[src/rtl/vlsu_seq.sv]
// Vector load/store sequencer: walks strided word addresses for one command at a time,
// issuing reads toward the VRF write-back or writing elements taken from the VRF read stream.
//
// state        | meaning
// -------------+----------------------------------------------------------
// S_IDLE       | waiting for a command, cmd_ready_o high
// S_LOAD       | one read issue per cycle, len issues back to back
// S_LOAD_DRAIN | no issue; last load element is being presented
// S_STORE      | one write per accepted st_valid_i, stalls when it is low
// S_DONE       | one-cycle completion pulse, next command the cycle after
module vlsu_seq #(
  parameter int ADDR_W = 32,
  parameter int DATA_W = 64,
  parameter int CNT_W  = 12
) (
  input  logic              clk,
  input  logic              rst,
  input  logic              cmd_valid_i,
  output logic              cmd_ready_o,
  input  logic              cmd_store_i,
  input  logic [ADDR_W-1:0] cmd_base_i,
  input  logic [ADDR_W-1:0] cmd_stride_i,
  input  logic [CNT_W-1:0]  cmd_len_i,
  output logic [ADDR_W-1:0] mem_ra_o,
  input  logic [DATA_W-1:0] mem_rd_i,
  output logic [ADDR_W-1:0] mem_wa_o,
  output logic [DATA_W-1:0] mem_wd_o,
  output logic              mem_we_o,
  output logic              ld_valid_o,
  output logic [CNT_W-1:0]  ld_idx_o,
  output logic [DATA_W-1:0] ld_data_o,
  input  logic              st_valid_i,
  input  logic [DATA_W-1:0] st_data_i,
  output logic              st_ready_o,
  output logic              busy_o,
  output logic              done_o
);

  localparam logic [2:0] S_IDLE       = 3'd0;
  localparam logic [2:0] S_LOAD       = 3'd1;
  localparam logic [2:0] S_LOAD_DRAIN = 3'd2;
  localparam logic [2:0] S_STORE      = 3'd3;
  localparam logic [2:0] S_DONE       = 3'd4;

  logic [2:0]        state_q, state_d;
  logic [ADDR_W-1:0] addr_q, addr_d;
  logic [ADDR_W-1:0] stride_q, stride_d;
  logic [CNT_W-1:0]  len_q, len_d;
  logic [CNT_W-1:0]  cnt_q, cnt_d;
  logic [ADDR_W-1:0] ra_q, ra_d;
  logic              ld_valid_q, ld_valid_d;
  logic [CNT_W-1:0]  ld_idx_q, ld_idx_d;

  logic issue;
  logic st_fire;
  logic last_elem;

  assign issue     = (state_q == S_LOAD);
  assign st_fire   = (state_q == S_STORE) && st_valid_i;
  assign last_elem = (cnt_q == (len_q - CNT_W'(1)));

  always_comb begin
    state_d    = state_q;
    addr_d     = addr_q;
    stride_d   = stride_q;
    len_d      = len_q;
    cnt_d      = cnt_q;
    ra_d       = issue ? addr_q : ra_q;
    ld_valid_d = issue;
    ld_idx_d   = issue ? cnt_q : ld_idx_q;

    case (state_q)
      S_IDLE: begin
        if (cmd_valid_i) begin
          addr_d   = cmd_base_i;
          stride_d = cmd_stride_i;
          len_d    = cmd_len_i;
          cnt_d    = '0;
          if (cmd_len_i == '0) begin
            state_d = S_DONE;
          end else if (cmd_store_i) begin
            state_d = S_STORE;
          end else begin
            state_d = S_LOAD;
          end
        end
      end
      S_LOAD: begin
        // Two's-complement add handles negative strides; wrap is intended.
        addr_d = addr_q + stride_q;
        cnt_d  = cnt_q + CNT_W'(1);
        if (last_elem) begin
          state_d = S_LOAD_DRAIN;
        end
      end
      S_LOAD_DRAIN: begin
        state_d = S_DONE;
      end
      S_STORE: begin
        if (st_valid_i) begin
          addr_d = addr_q + stride_q;
          cnt_d  = cnt_q + CNT_W'(1);
          if (last_elem) begin
            state_d = S_DONE;
          end
        end
      end
      S_DONE: begin
        state_d = S_IDLE;
      end
      default: begin
        state_d = S_IDLE;
      end
    endcase
  end

  always_ff @(posedge clk or posedge rst) begin
    if (rst) begin
      state_q    <= S_IDLE;
      addr_q     <= '0;
      stride_q   <= '0;
      len_q      <= '0;
      cnt_q      <= '0;
      ra_q       <= '0;
      ld_valid_q <= 1'b0;
      ld_idx_q   <= '0;
    end else begin
      state_q    <= state_d;
      addr_q     <= addr_d;
      stride_q   <= stride_d;
      len_q      <= len_d;
      cnt_q      <= cnt_d;
      ra_q       <= ra_d;
      ld_valid_q <= ld_valid_d;
      ld_idx_q   <= ld_idx_d;
    end
  end

  // Read address is live while issuing and otherwise holds the last issued address.
  assign mem_ra_o    = issue ? addr_q : ra_q;
  assign mem_we_o    = st_fire;
  assign mem_wa_o    = addr_q;
  assign mem_wd_o    = st_data_i;
  assign ld_valid_o  = ld_valid_q;
  assign ld_idx_o    = ld_idx_q;
  assign ld_data_o   = mem_rd_i;
  assign st_ready_o  = (state_q == S_STORE);
  assign cmd_ready_o = (state_q == S_IDLE);
  assign busy_o      = (state_q != S_IDLE);
  assign done_o      = (state_q == S_DONE);

endmodule

[config.mk]
export PLATFORM = sky130hd
export DESIGN_NAME = vlsu_seq
export DESIGN_NICKNAME = d
export VERILOG_FILES = /design/src/rtl/vlsu_seq.sv
export SDC_FILE = /design/constraint.sdc
export NUM_CORES = 1
export LEC_CHECK = 0
export CORE_AREA = 5 5 161 163
export DETAILED_ROUTE_END_ITERATION = 10
export DIE_AREA = 0 0 166 168
export PLACE_DENSITY = 0.75
export SYNTH_ARGS = -nofsm -noshare
export SYNTH_HDL_FRONTEND = slang
export SYNTH_SLANG_ARGS = --single-unit
[constraint.sdc]
create_clock -name clk -period 4.3 [get_ports clk]
set_input_delay 0.43 -clock clk [delete_from_list [all_inputs] [get_ports clk]]
set_output_delay 0.43 -clock clk [all_outputs]
set_load 0.03 [all_outputs]
### Yosys cells after proc, flatten, opt, wreduce, memory -nomap -nowiden

Index checks and enable logic that the tools add are counted.

* add/sub/neg operators: 3
* eq/ne operators: 9
* muxes and demuxes: 14
* reduce and logical (&&, ||, !) cells: 8

Operator list (number)
* 32-bit two-way mux: 3
* 32-bit one-hot mux with 3 select lines: 1
* 12-bit one-hot mux with 3 select lines: 1
* 32-bit adder: 1
* 12-bit two-way mux: 2
* 3-bit two-way mux: 5
* 12-bit by 1-bit adder with 12-bit output, second input constant: 1
* 12-bit == test: 1
* 12-bit zero test: 1
* 3-bit one-hot mux with 4 select lines: 1
* 12-bit by 1-bit subtractor with 12-bit output, second input constant: 1
* 3-bit by 2-bit == test with 1-bit output, second input constant: 2
* 3-bit nonzero test: 2
* 2-bit by 1-bit inequality test with 1-bit output, second input constant: 2
* 2-bit inequality test, second input constant: 2
* 4-bit AND reduction: 1
* 3-bit by 1-bit == test with 1-bit output, second input constant: 1
* 3-bit == test, second input constant: 1
* 3-bit zero test: 1
* 3-bit AND reduction: 1
* 2-bit two-way mux: 1
* 2-bit AND reduction: 1
* 1-bit logical AND: 1

* register bits: 136

### Depth between registers and ports, before layout

* depth in word-level cells: 5
* depth in mapped cells: 11
* depth with buffers taken out: 11

### Least setup slack after synthesis

OpenSTA, ideal clock, no wires.

* kind: reg2reg
* start point: reg addr_q[0], in the netlist mem_wa_o[0]
* end point: reg addr_q[26], in the netlist mem_wa_o[26]
* arrival: 2442 ps
* data required time: 4158 ps
* slack: 1716 ps
* stages on the path, launching flop included: 12
* buffers on the path: 0
* clock period less this slack: 2584 ps
* cells stage by stage: dfrtp_1 > ha_1 > inv_1 > fa_1 > nor2b_1 > o31a_1 > o21a_1 > o31a_1 > a21oi_1 > o221ai_1 > mux2i_1 > o2111ai_1

* longest elaborated chain between the ends: 3

RTL lines
* start: declaration: line 46 `logic [ADDR_W-1:0] addr_q, addr_d;`
* start signal: assignment: line 129 `addr_q <= addr_d;`
* 32-bit adder *: line 90, 101
* 32-bit two-way mux: line 100 `if (st_valid_i) begin`
* 32-bit one-hot mux with 3 select lines *: line 72 `case (state_q)`

Mark *: on every way between the ends. The rest lies on a longest branch, timed or not. The select of a mux whose other input is x is not followed.
A chain may end at the register's enable or synchronous reset.

### Worst setup path after layout

* start point: reg state_q[2]
* end point: out mem_ra_o[3]

* longest elaborated chain between the ends: 2

RTL lines
* start: declaration: line 45 `logic [2:0] state_q, state_d;`
* start signal: assignment: line 128 `state_q <= state_d;`
* 3-bit by 1-bit == test with 1-bit output: line 58 `assign issue = (state_q == S_LOAD);`
* 32-bit two-way mux: line 140 `assign mem_ra_o = issue ? addr_q : ra_q;`
* end: declaration: line 24 `output logic [ADDR_W-1:0] mem_ra_o,`

Every way passes these cells.

==> flow_summary.ini <==
[worst_setup_path]
endpoint_kind = output pin
reg2reg_depth = 11
critical_path.startpoint = state_q[2]
r2r_start = mem_wa_o[0]
cp.arrival_ns = 2.76
crit_cells = 5
crit_chain = nand2b_2 -> nor2_4 -> buf_12 -> mux2_2 -> clkdlybuf4s50_1
cp_max_fo = 36
critPathLaunchType = flop
cp_data_required_time_ns = 3.87
critPathTopFamily = buffers and inverters
cpMaxStageDelayCell = clkdlybuf4s50_1
crit_buf_inv = 2
crit_type = reg2out
critPathMaxStageDelay_ns = 0.60

[logic_synthesis]
yosysSeqAreaShare_pct = 39.7
syn_area_um2 = 8580
synth_cell_types = 62
syn_area_per_cell_um2 = 8.92
synth_edf_count = 0
yosys_most_used_dff = dfrtp_1
yosys_register_bits = 136
async_flop_share_pct = 100
syn_inst = 962
synth_nets = 1205
ys_warn_count = 0

[placed_design]
dp_hpwl_mm = 16.4
numPortBuffers = 162
place_congestion = 0.857

[floorplanning]
core_um2 = 24200
ios = 419
die_area_um2 = 27900
chipHeight_um = 168
row_count = 57
die_w_um = 166
initial_core_util_pct = 35.5

[timing]
setup_viol_count_final = 0
fmax_mhz = 314
slew_viol_final = 0
finalCritPeriodShare_pct = 74.1
hold_viol_final = 0
rsz0062_at_grt = no
fin_worst_skew_ns = 0.0107
timing.final.crit_period_ns = 3.19
worstMarginPinSlew_ns = 0.808
relSlewSlack_pct = 45.9
tns_ns = 0

[clock_network]
root_buffer = clkbuf_16
path_clk_slew_ns = 0.06
cts_buffers = 17
cts_resized = 0
cts_tree = built
ctsHoldBuffers = 0
cts_buffer_depth = 2
htreeDepth = 4
clk_latency_ns = 0.42
post_cts_buffers = 0
cts.sink_count = 136

[cells_and_area]
drive_gt1_share_pct = 9.86
fillers = 2299
seq_area_um2 = 3400
fin_util_pct = 42.1
syn_to_final_growth_pct = 18.7
nNetsFinal = 1224
n_antenna_cell = 0
multi_input_area_um2 = 4010

[global_routing]
grt_pass1_wl_mm = 37.9
grt_remaining_overflow = 0
antenna_found_initial = 1
gr-usage-all-layers_pct = 16.7
grt_max_degree = 71
grt_pass1_vias = 7089

[route]
wirelength_mm = 23.3
ant_nets = 0
post_drt_via_cell_ratio = 5.15
routedWlPerCell_um = 17.7
firstDrtPassIters = 5
drt_iter0_markers = 469
drc_errors = 0
route.vias.total = 6789

[run]
cap_violations = 0

[run_status]
status = complete, no violations

[power_and_ir_drop]
p_leak_uw = 0.00451
p_per_area_nw_per_um2 = 979
ir_drop_mv = 0.657

[worst_hold_path]
hold_class = in2async
-- kinds of logic after synthesis --
| logic type | synth area share [%] |
|---|---|
| and+or+nand+nor | 17.5 |
| buffers and inverters | 13.9 |
| AOI/OAI and AO/OA | 12.9 |
| DFF | 39.7 |
| muxes | 6.84 |
| xor gates and xnor gates | 4.19 |
| adders and majority gates | 5.05 |
-- state kept, by name, indices dropped and copies added, names as in the netlist --
signal,cells
mem_wa_o,32
ra_q,32
stride_q,32
cnt_q,12
ld_idx_o,12
len_q,12
state_q,3
ld_valid_o,1
-- layout by cell type, fill, tap and decap left out, types with 21 or more instances in the layout --
cell,Yosys,routed
nor2_1,48,46
and3_1,21,21
ha_1,33,33
xnor2_1,26,26
a21oi_1,49,48
nand2_1,190,189
clkdlybuf4s50_1,0,162
mux2_2,44,44
dfrtp_1,136,136
o21ai_0,49,49
-- cells in the mapped netlist (all sizes together) (2+ instances only) --
cell type	n	area share [%]
buf	137	12
o21bai	2	0.17
dfrtp	136	40
mux2	45	5.9
and3	21	1.5
nand2b	5	0.36
inv	16	0.70
o22ai	3	0.22
a311oi	3	0.31
nor4	5	0.44
o221ai	3	0.31
nand2	190	8.3
o21ai	52	3.0
o211ai	6	0.58
nor2b	7	0.51
a22oi	3	0.26
clkbuf	34	1.5
xor2	15	1.5
xnor2	26	2.7
nand4	7	0.51
mux2i	8	0.93
o21a	6	0.52
nor2	48	2.1
or3	4	0.29
o31a	3	0.31
and2	3	0.22
o2111ai	2	0.20
a21o	11	0.96
a2111oi	2	0.42
ha	33	4.8
a31oi	12	0.87
nor3	16	1.1
nand3	17	0.99
a211oi	8	0.70
nor3b	7	0.61
a21oi	49	2.9
-- stage by stage --
stage | hold slack, ns | worst slack (ns) | instances | total power (µW) | cell area [µm²]
2_1_floorplan | 0.450 | 0.231 | 962 | 6740 | 8580
5_1_grt | 0.504 | 0.981 | 1318 | 10700 | 10200
3_3_place_gp | 0.463 | 1.44 | 1286 | 8340 | 9590
6_report | 0.481 | 1.11 | 1318 | 9970 | 10200
3_5_place_dp | 0.471 | 1.27 | 1286 | 8480 | 9590
4_1_cts | 0.485 | 1.09 | 1318 | 10000 | 10200
-- final timing paths --
check / endpoint / slack, ns
min in group clk: stride_q[0] / 0.48
min: ld_valid_o / 0.48
max: mem_ra_o[3] / 1.11
max reg2reg: mem_wa_o[30] / 1.31
max in group asynchronous: ra_q[11] / 2.98
min reg2reg: stride_q[0] / 0.48
-- power by group --
part           total, µW  internal, µW  switching, µW
registers           2320          1860            463
clock network       1490           903            587
logic               6160          2580           3580
total               9970          5340           4630
-- cell type report --
type	count	share of cell area, %
sequential	136	33.4
clock buffer	22	4.65
timing repair buffer	171	16.8
multi-input combinational	639	39.3
inverter	16	0.639
tap	324	3.98
clock inverter	10	1.17
-- routing by layer --
layer | vias to the layer above | global-route usage [%] | wire, µm
met1 | 3322 | 21.7 | 10600
li1 | 3222 | - | -
met2 | 204 | 27.3 | 11100
met4 | 2 | 4.81 | 230
met5 | - | 0 | 7
met3 | 39 | 4.76 | 1340
Power figures use the tool's default switching activity.
